==> src/rtl/interrupt_sequencer_pkg.sv <==
// Shared types for the interrupt sequencer: FSM encoding,
// drain default, CCR bit positions and the per-state strobe decode.
package interrupt_sequencer_pkg;

    localparam int DRAIN_DEFAULT = 3;

    localparam int FLAG_C = 2;
    localparam int FLAG_N = 1;
    localparam int FLAG_Z = 0;

    typedef enum logic [3:0] {
        IDLE,
        DRAIN,
        PUSH_HI,
        PUSH_LO,
        PUSH_FLG,
        VECTOR,
        POP_FLG,
        POP_LO,
        POP_HI,
        RETURN
    } state_t;

    typedef struct packed {
        logic busy;
        logic stall;
        logic we;
        logic re;
        logic spWen;
        logic flagsWen;
        logic intRedirect;
        logic jump;
    } ctl_t;

    function automatic ctl_t ctlOf(state_t s);
        ctl_t c;
        c = '0;
        c.busy = (s != IDLE);
        c.we = s inside {PUSH_HI, PUSH_LO, PUSH_FLG};
        c.re = s inside {POP_FLG, POP_LO, POP_HI};
        c.stall = c.we | c.re | (s == DRAIN);
        c.spWen = c.we | c.re;
        c.flagsWen = (s == POP_FLG);
        c.intRedirect = (s == VECTOR);
        c.jump = (s == RETURN);
        return c;
    endfunction

endpackage

==> src/rtl/interrupt_sequencer_if.sv <==
// Fetch-redirect and data-stack port bundle of the interrupt sequencer.
// master = the sequencer, slave = fetch/execute/data-memory side.
interface interrupt_sequencer_if #(
    parameter int PC_W = 32
);
    logic            int_req;
    logic            imm_pending;
    logic [PC_W-1:0] fetch_pc;
    logic            ex_jump;
    logic [PC_W-1:0] ex_target;
    logic [2:0]      flags_in;
    logic            rti_req;
    logic [PC_W-1:0] sp_in;
    logic [15:0]     mem_rdata;
    logic            fetch_stall;
    logic            int_redirect;
    logic            jump;
    logic [PC_W-1:0] jump_target;
    logic            mem_we;
    logic            mem_re;
    logic [PC_W-1:0] mem_addr;
    logic [15:0]     mem_wdata;
    logic            sp_wen;
    logic [PC_W-1:0] sp_out;
    logic            flags_wen;
    logic [2:0]      flags_out;
    logic            busy;

    modport master (
        input  int_req, imm_pending, fetch_pc, ex_jump, ex_target,
        input  flags_in, rti_req, sp_in, mem_rdata,
        output fetch_stall, int_redirect, jump, jump_target,
        output mem_we, mem_re, mem_addr, mem_wdata,
        output sp_wen, sp_out, flags_wen, flags_out, busy
    );

    modport slave (
        output int_req, imm_pending, fetch_pc, ex_jump, ex_target,
        output flags_in, rti_req, sp_in, mem_rdata,
        input  fetch_stall, int_redirect, jump, jump_target,
        input  mem_we, mem_re, mem_addr, mem_wdata,
        input  sp_wen, sp_out, flags_wen, flags_out, busy
    );
endinterface

==> src/rtl/interrupt_sequencer_int_pending_latch.sv <==
// Rising-edge detector on int_req plus the single-level pending flag.
// Clear dominates, so an edge landing in VECTOR is dropped.
module int_pending_latch (
    input  logic clk,
    input  logic rst,
    input  logic intReq,
    input  logic clr,
    output logic pending
);
    logic intReqQ;

    always_ff @(posedge clk or negedge rst) begin
        if (!rst) begin
            intReqQ <= 1'b0;
            pending <= 1'b0;
        end else begin
            intReqQ <= intReq;
            if (clr)
                pending <= 1'b0;
            else if (intReq && !intReqQ)
                pending <= 1'b1;
        end
    end
endmodule

==> src/rtl/interrupt_sequencer.sv <==
// Interrupt entry (drain, 3-word push, vector) and RTI exit
// (3-word pop, return jump) sequencer driving fetch redirects.
module interrupt_sequencer
    import interrupt_sequencer_pkg::*;
#(
    parameter int DRAIN_CYCLES = DRAIN_DEFAULT,
    parameter int PC_W = 32
) (
    input logic clk,
    input logic rst,
    interrupt_sequencer_if.master bus
);
    localparam int CW = (DRAIN_CYCLES > 1) ? $clog2(DRAIN_CYCLES) : 1;
    localparam logic [CW-1:0] LAST = CW'(DRAIN_CYCLES - 1);

    state_t          state;
    state_t          nxt;
    ctl_t            ctl;
    logic [CW-1:0]   cnt;
    logic [PC_W-1:0] retPc;
    logic            pending;
    logic [PC_W-1:0] spDec;
    logic [PC_W-1:0] spInc;

    int_pending_latch uPending (
        .clk     (clk),
        .rst     (rst),
        .intReq  (bus.int_req),
        .clr     (state == VECTOR),
        .pending (pending)
    );

    always_comb begin
        nxt = state;
        unique case (state)
            IDLE: begin
                if (bus.rti_req)
                    nxt = POP_FLG;
                else if (pending && !bus.imm_pending)
                    nxt = DRAIN;
            end
            DRAIN:    if (cnt == LAST) nxt = PUSH_HI;
            PUSH_HI:  nxt = PUSH_LO;
            PUSH_LO:  nxt = PUSH_FLG;
            PUSH_FLG: nxt = VECTOR;
            VECTOR:   nxt = IDLE;
            POP_FLG:  nxt = POP_LO;
            POP_LO:   nxt = POP_HI;
            POP_HI:   nxt = RETURN;
            RETURN:   nxt = IDLE;
            default:  nxt = IDLE;
        endcase
    end

    // Strobes are registered from the next state so they line up with it.
    always_ff @(posedge clk or negedge rst) begin
        if (!rst) begin
            state <= IDLE;
            ctl   <= '0;
            cnt   <= '0;
            retPc <= '0;
        end else begin
            state <= nxt;
            ctl   <= ctlOf(nxt);
            if (state == IDLE && nxt == DRAIN) begin
                retPc <= bus.fetch_pc;
                cnt   <= '0;
            end
            if (state == DRAIN) begin
                cnt <= cnt + CW'(1);
                if (bus.ex_jump)
                    retPc <= bus.ex_target;
            end
            if (state == POP_LO)
                retPc[15:0] <= bus.mem_rdata;
            if (state == POP_HI)
                retPc[PC_W-1:16] <= bus.mem_rdata;
        end
    end

    assign spDec = bus.sp_in - PC_W'(1);
    assign spInc = bus.sp_in + PC_W'(1);

    assign bus.busy         = ctl.busy;
    assign bus.fetch_stall  = ctl.stall;
    assign bus.mem_we       = ctl.we;
    assign bus.mem_re       = ctl.re;
    assign bus.sp_wen       = ctl.spWen;
    assign bus.flags_wen    = ctl.flagsWen;
    assign bus.int_redirect = ctl.intRedirect;
    assign bus.jump         = ctl.jump;

    always_comb begin
        bus.mem_addr    = '0;
        bus.mem_wdata   = '0;
        bus.sp_out      = '0;
        bus.flags_out   = '0;
        bus.jump_target = '0;
        unique case (state)
            PUSH_HI: begin
                bus.mem_addr  = bus.sp_in;
                bus.sp_out    = spDec;
                bus.mem_wdata = retPc[PC_W-1:16];
            end
            PUSH_LO: begin
                bus.mem_addr  = bus.sp_in;
                bus.sp_out    = spDec;
                bus.mem_wdata = retPc[15:0];
            end
            PUSH_FLG: begin
                bus.mem_addr  = bus.sp_in;
                bus.sp_out    = spDec;
                bus.mem_wdata = {13'b0, bus.flags_in};
            end
            POP_FLG: begin
                bus.mem_addr  = spInc;
                bus.sp_out    = spInc;
                bus.flags_out = bus.mem_rdata[2:0];
            end
            POP_LO, POP_HI: begin
                bus.mem_addr = spInc;
                bus.sp_out   = spInc;
            end
            RETURN:  bus.jump_target = retPc;
            default: ;
        endcase
    end
endmodule

==> src/flat_wrapper.sv <==
// flat-port wrapper written by rule: the top's interface ports become plain ports
module interrupt_sequencer_flat import interrupt_sequencer_pkg::*;
#(
    parameter int DRAIN_CYCLES = DRAIN_DEFAULT,
    parameter int PC_W = 32
)
  (clk, rst, bus_int_req, bus_imm_pending, bus_fetch_pc, bus_ex_jump, bus_ex_target, bus_flags_in, bus_rti_req, bus_sp_in, bus_mem_rdata, bus_fetch_stall, bus_int_redirect, bus_jump, bus_jump_target, bus_mem_we, bus_mem_re, bus_mem_addr, bus_mem_wdata, bus_sp_wen, bus_sp_out, bus_flags_wen, bus_flags_out, bus_busy);
  interrupt_sequencer_if #(.PC_W(PC_W)) bus_i ();
  input logic clk;
  input logic rst;
  input wire logic [$bits(bus_i.int_req)-1:0] bus_int_req;
  input wire logic [$bits(bus_i.imm_pending)-1:0] bus_imm_pending;
  input wire logic [$bits(bus_i.fetch_pc)-1:0] bus_fetch_pc;
  input wire logic [$bits(bus_i.ex_jump)-1:0] bus_ex_jump;
  input wire logic [$bits(bus_i.ex_target)-1:0] bus_ex_target;
  input wire logic [$bits(bus_i.flags_in)-1:0] bus_flags_in;
  input wire logic [$bits(bus_i.rti_req)-1:0] bus_rti_req;
  input wire logic [$bits(bus_i.sp_in)-1:0] bus_sp_in;
  input wire logic [$bits(bus_i.mem_rdata)-1:0] bus_mem_rdata;
  output wire logic [$bits(bus_i.fetch_stall)-1:0] bus_fetch_stall;
  output wire logic [$bits(bus_i.int_redirect)-1:0] bus_int_redirect;
  output wire logic [$bits(bus_i.jump)-1:0] bus_jump;
  output wire logic [$bits(bus_i.jump_target)-1:0] bus_jump_target;
  output wire logic [$bits(bus_i.mem_we)-1:0] bus_mem_we;
  output wire logic [$bits(bus_i.mem_re)-1:0] bus_mem_re;
  output wire logic [$bits(bus_i.mem_addr)-1:0] bus_mem_addr;
  output wire logic [$bits(bus_i.mem_wdata)-1:0] bus_mem_wdata;
  output wire logic [$bits(bus_i.sp_wen)-1:0] bus_sp_wen;
  output wire logic [$bits(bus_i.sp_out)-1:0] bus_sp_out;
  output wire logic [$bits(bus_i.flags_wen)-1:0] bus_flags_wen;
  output wire logic [$bits(bus_i.flags_out)-1:0] bus_flags_out;
  output wire logic [$bits(bus_i.busy)-1:0] bus_busy;
  assign bus_i.int_req = bus_int_req;
  assign bus_i.imm_pending = bus_imm_pending;
  assign bus_i.fetch_pc = bus_fetch_pc;
  assign bus_i.ex_jump = bus_ex_jump;
  assign bus_i.ex_target = bus_ex_target;
  assign bus_i.flags_in = bus_flags_in;
  assign bus_i.rti_req = bus_rti_req;
  assign bus_i.sp_in = bus_sp_in;
  assign bus_i.mem_rdata = bus_mem_rdata;
  assign bus_fetch_stall = bus_i.fetch_stall;
  assign bus_int_redirect = bus_i.int_redirect;
  assign bus_jump = bus_i.jump;
  assign bus_jump_target = bus_i.jump_target;
  assign bus_mem_we = bus_i.mem_we;
  assign bus_mem_re = bus_i.mem_re;
  assign bus_mem_addr = bus_i.mem_addr;
  assign bus_mem_wdata = bus_i.mem_wdata;
  assign bus_sp_wen = bus_i.sp_wen;
  assign bus_sp_out = bus_i.sp_out;
  assign bus_flags_wen = bus_i.flags_wen;
  assign bus_flags_out = bus_i.flags_out;
  assign bus_busy = bus_i.busy;
  interrupt_sequencer #(.DRAIN_CYCLES(DRAIN_CYCLES), .PC_W(PC_W)) u_core (.clk(clk), .rst(rst), .bus(bus_i));
endmodule
==> config.mk <==
export PLATFORM = sky130hd
export DESIGN_NAME = interrupt_sequencer_flat
export DESIGN_NICKNAME = d
export VERILOG_FILES = /design/src/rtl/interrupt_sequencer_pkg.sv /design/src/rtl/interrupt_sequencer_if.sv /design/src/rtl/interrupt_sequencer_int_pending_latch.sv /design/src/rtl/interrupt_sequencer.sv /design/src/flat_wrapper.sv
export SDC_FILE = /design/constraint.sdc
export NUM_CORES = 1
export LEC_CHECK = 0
export ABC_AREA = 1
export CORE_ASPECT_RATIO = 1.2
export CORE_MARGIN = 2
export CORE_UTILIZATION = 29
export CTS_CLUSTER_DIAMETER = 200
export DETAILED_ROUTE_END_ITERATION = 8
export GPL_TIMING_DRIVEN = 0
export RECOVER_POWER = 100
export SYNTH_ARGS = -nofsm -noshare
export SYNTH_HDL_FRONTEND = slang
export SYNTH_SLANG_ARGS = --single-unit
==> constraint.sdc <==
create_clock -name clk -period 4.8 [get_ports clk]
set_input_delay 0.96 -clock clk [delete_from_list [all_inputs] [get_ports clk]]
set_output_delay 0.96 -clock clk [all_outputs]
set_load 0.1 [all_outputs]
# == Word level (Yosys, flattened, before mapping) ==
# Cells that the tools add are included.
# op_classes
addsub,3
eq_ne,19
n_mux,18
bitwise_logic,2
n_reduce_logical,13
# op_table
operator,count
two-way mux 32 bit,4
one-hot mux 32 bit (2 select lines),2
one-hot mux 16 bit (3 select lines),1
"adder 32 x 1 -> 32 bit, second input constant",1
"equality test 4 x 3 -> 1 bit, second input constant",8
two-way mux 16 bit,2
one-hot mux 4 bit (8 select lines),1
"subtractor 32 x 1 -> 32 bit, second input constant",1
"equality test 4 x 2 -> 1 bit, second input constant",4
"equality test 4 bit, second input constant",4
two-way mux 4 bit,3
"equality test 4 x 1 -> 1 bit, second input constant",2
nonzero test 3 bit,2
OR reduction 3 bit,2
logical NOT 4 bit,1
two-way mux 2 bit,2
nonzero test 2 bit,2
nonzero test 4 bit,1
logical AND 1 bit,3
two-way mux 3 bit,1
"adder 2 x 1 -> 2 bit, second input constant",1
"equality test 2 bit, second input constant",1
logical NOT 1 bit,2
two-way mux 1 bit,2
bitwise OR 1 bit,2
# totals
regBits,48
in_bits,121
wordCells,68

# == Logic depth before layout (Yosys ltp) ==
# depth
depth_word,11
ltp_mapped,10
mapped_depth_nobuf,10

# == Hierarchy ==
# From an unflattened synthesis, not the netlist that was laid out.
# unflattened
cells_unflattened,984
area_unflattened_um2,5337.6
# by_module_without_submodules
mod,instances,cells_per_inst,area_each_um2,seq_area_each_um2
interrupt_sequencer,1,978,5267.6,1151.1
int_pending_latch,1,6,70.1,50.0

# == Worst setup path after synthesis ==
# No wires, ideal clock.
# synth_path
path_kind,input port to output port
startpoint,input bus_sp_in[0]
endpoint,output bus_sp_out[6]
arrival_ns,3.788
t_required_ns,3.840
path_slack_ns,0.052
path_stages,6
path_cell_list,inv_1 -> ha_1 -> nand2_2 -> o21ai_0 -> nand2_1 -> o21ai_0
# synth_between
elab_chain_cells,2
elab_cells_between_ends,3
classes_between,add/sub (2); mux (1)
# synth_rtl
item,line,text
"start, declared",flat_wrapper.sv:18,input wire logic [$bits(bus_i.sp_in)-1:0] bus_sp_in;
adder 32 x 1 -> 32 bit / subtractor 32 x 1 -> 32 bit (equally long branches),"interrupt_sequencer.sv:82, interrupt_sequencer.sv:81",
one-hot mux 32 bit (2 select lines) (*),interrupt_sequencer.sv:99,unique case (state)
"end, declared",flat_wrapper.sv:29,output wire logic [$bits(bus_i.sp_out)-1:0] bus_sp_out;
# Mark *: on every way between the ends. The rest lies on a longest branch, timed or not.

# == Worst setup path after layout ==
# layout_path
startpoint,input bus_sp_in[7]
endpoint,output bus_mem_addr[10]
# layout_between
elab_chain_cells,2
# layout_rtl
item,line,text
adder 32 x 1 -> 32 bit,interrupt_sequencer.sv:82,assign spInc = bus.sp_in + PC_W'(1);
one-hot mux 32 bit (2 select lines),interrupt_sequencer.sv:99,
"end, declared",flat_wrapper.sv:26,output wire logic [$bits(bus_i.mem_addr)-1:0] bus_mem_addr;
# No other way between the ends.

==> impl_metrics.tcl <==
set metrics [dict create \
    power_density_nw_per_um2 813.3 \
    grt_pass1_vias 7223 \
    period_needed_ns 4.653 \
    route.vias.total 7305 \
    worstHoldStart "u_core.cnt[0]" \
    insertion_delay_ns 0.30 \
    layout.nets 1359 \
    finalInstanceArea_sq_um 7868 \
    busiest_layer "met2" \
    skew_ns 0.006178 \
    seqPwrFrac 0.110 \
    grt_max_degree 28 \
    cap_violations 0 \
    p_clk_frac 0.074 \
    die_h_um 152.6 \
    clk_pin_slew_worst_paths_ns 0.07 \
    timing.fmax_mhz 214.9 \
    tightest_slew_ns 1.472 \
    antenna_found_initial 1 \
    rr_worst_depth 8 \
    grt_overflow 0 \
    netSwitchingFraction 0.7221 \
    syn-num-nets 1114 \
    clock-sinks 48 \
    areaGrowthSynthToFinish_pct 47.50 \
    drc_errors 0 \
    cts_root_buffer "clkbuf_16" \
    status "completed" \
    crit_path_start_kind "input pin" \
    route.antenna.remaining_nets 0 \
    final_hold_viol_count 0 \
    post_cts_buffers 0 \
    ir_drop_uv 532.6 \
    grtUsageMet1 0.2937 \
    regToRegSetupSlack_ns 2.57 \
    timing.rr.end "u_core.retPc[2]" \
    routed_wl_um 25750 \
    num_io_pins 244 \
    die_area_sq_um 19500 \
    worstHoldEndpoint "u_core.cnt[0]" \
    wire_per_inst_um 17.64 \
    cts_buffer_depth 2 \
    p_switching_mw 4.621 \
    hold_class "flop to flop" \
    ys_ff_latch 48 \
    crit_type "input pin to primary output" \
    final_cells 1460 \
    coreArea_sq_um 18110 \
    cts_buffers 5 \
    syn_inst 990 \
    cts_tree "yes" \
    setup-violations-final 0 \
    n_antenna_cell 0 \
    slew-limit-headroom 0.01838 \
    htreeDepth 2 \
    num_rows 54 \
    slew_violations 0 \
    cts_hold_buf 0 \
    dpl.cell_count 1452 \
    portBuffers 237 \
    grtUsageTotal 0.2576 \
    dpl_cell_area_sq_um 8001 \
    hold_slack_ns 0.5029 \
    rsz0062_at_grt "false" \
    dp_slack_ns -0.1265 \
    cp.arrival_ns 3.69 \
    crit_fanout 6 \
    crit-reg2reg-launch "u_core.uPending.pending" \
    p_int_mw 1.778 \
    setup_ws_ns 0.1474 \
    use_met3 0.05407 \
    setup-tns-final_ns 0 \
    viasPerCell 5.003 \
    power.total_mw 6.398 \
    yosysSeqAreaShare 0.2252 \
    synth_cell_type_count 30 \
    cp.required_ns 3.84 \
    syn-cell-area_sq_um 5334 \
    gp_congestion 1.004 \
    fin_util 0.4345 \
    yosys_warnings 0 \
    grt_pass1_wl_um 39210 \
    min_period_over_period 0.9693 \
    grt_use_met2 0.4645 \
    dp_hpwl_um 21190 \
    power_frac_comb 0.815 \
    hold_path_depth 1 \
    p_leak_nw 3.830 \
    drive_above_1_share 0.04450 \
    dr.pass1.iters 5 \
    synth.avg_cell_area_sq_um 5.388 \
    start_util 0.2946 \
    drt_iter0_drc 443 \
    endpoint_kind "primary output" \
    die_w_um 127.8 \
]
-- worst max-delay path: stages --
cell,delay (ns)
clkdlybuf4s50_1,0.64
nand2_1,0.14
nor2_1,0.22
nand2_1,0.11
o21ai_0,0.15
nand3_1,0.11
o21ai_0,0.11
dlygate4sd3_1,1.24
-- synthesized netlist by cell type --
cell type	count	share of area
o221ai_1	3	0.0049
dfrtp_1	48	0.23
nor3_1	1	0.00094
inv_1	102	0.072
o22ai_1	19	0.022
nor3_2	1	0.0019
nand2_1	314	0.22
xor2_1	4	0.0066
nand3_2	1	0.0019
or2_1	1	0.0012
ha_1	3	0.0070
a21oi_1	6	0.0056
nand2_4	1	0.0021
nor2_4	6	0.013
buf_4	7	0.0099
buf_2	17	0.016
clkbuf_8	1	0.0026
nand3b_1	1	0.0014
o211ai_1	2	0.0028
nand2_2	7	0.0082
buf_1	2	0.0014
o21ai_0	95	0.089
nand4_1	6	0.0070
a21oi_2	1	0.0016
nor2_2	7	0.0082
clkbuf_1	14	0.0099
o21ai_1	26	0.024
nand3_1	109	0.10
inv_2	5	0.0035
nor2_1	180	0.13
-- cell type report --
| type | instances | area (sq um) |
|---|---|---|
| well taps | 224 | 280.3 |
| multi-input cells | 794 | 3502 |
| fillers | 2026 | 10240 |
| inverters | 107 | 401.6 |
| clock buffers | 5 | 125.1 |
| flip-flops and latches | 48 | 1201 |
| clock inverters | 3 | 68.82 |
| repair buffers | 238 | 2090 |
| plain buffers | 41 | 198.9 |
-- power groups by stage --
stage | Sequential [mW] | Combinational [mW] | Clock, mW
2_1_floorplan | 0.870 | 4.01 | 0
3_3_place_gp | 0.705 | 5.58 | 0
3_5_place_dp | 0.713 | 5.58 | 0
4_1_cts | 0.707 | 5.57 | 0.476
5_1_grt | 0.732 | 5.48 | 0.491
6_report | 0.706 | 5.22 | 0.475
-- cell usage in the layout (no fill, tap or decap), types with 5 or more instances in the layout --
| cell type | instances |
|---|---|
| dlygate4sd3_1 | 74 |
| clkbuf_1 | 64 |
| nor2_1 | 181 |
| o21ai_0 | 118 |
| nor2_2 | 7 |
| nand2_1 | 316 |
| o22ai_1 | 19 |
| buf_2 | 16 |
| nand2_2 | 5 |
| dfrtp_1 | 48 |
| nand3_1 | 109 |
| nor2_4 | 5 |
| clkbuf_16 | 5 |
| inv_2 | 5 |
| clkdlybuf4s50_1 | 116 |
| a21oi_1 | 6 |
| nand4_1 | 6 |
| inv_1 | 102 |
-- metal layers --
metal | vias up | wire length, um
met5 | - | 11
met4 | 2 | 967
met3 | 44 | 2074
met2 | 320 | 12740
met1 | 3287 | 9961
li1 | 3652 | -
-- repair_timing --
item,in CTS,in global routing
setup endpoints to repair,8,40
resized for setup,8,42
pin swaps,0,0
-- worst max path at each step --
stage,cells past startpoint,startpoint,end
6_report,8,bus_sp_in[7],bus_mem_addr[10]
3_3_place_gp,10,bus_sp_in[0],bus_sp_out[30]
4_1_cts,9,bus_sp_in[1],bus_mem_addr[12]
5_1_grt,8,bus_sp_in[0],bus_sp_out[4]
3_5_place_dp,10,bus_sp_in[0],bus_sp_out[30]
2_1_floorplan,6,bus_sp_in[0],bus_sp_out[6]
-- kinds of logic after synthesis --
kind of cell | count (synthesis) | share of synthesized area
compound gates | 152 | 0.1508
xor+xnor | 4 | 0.006567
fa+ha+maj | 3 | 0.007038
buf+inv | 148 | 0.1149
flops | 48 | 0.2252
simple gates | 635 | 0.4954
-- registers in the layout (all words and copies together), names as in the netlist --
signal                   cells
u_core.bus.flags_wen         1
u_core.uPending.pending      1
u_core.bus.sp_wen            1
u_core.uPending.intReqQ      1
u_core.state                 4
u_core.retPc                32
u_core.bus.mem_we            1
u_core.bus.int_redirect      1
u_core.bus.mem_re            1
u_core.cnt                   2
u_core.bus.busy              1
u_core.bus.fetch_stall       1
u_core.bus.jump              1
(Power assumes the default switching activity.)
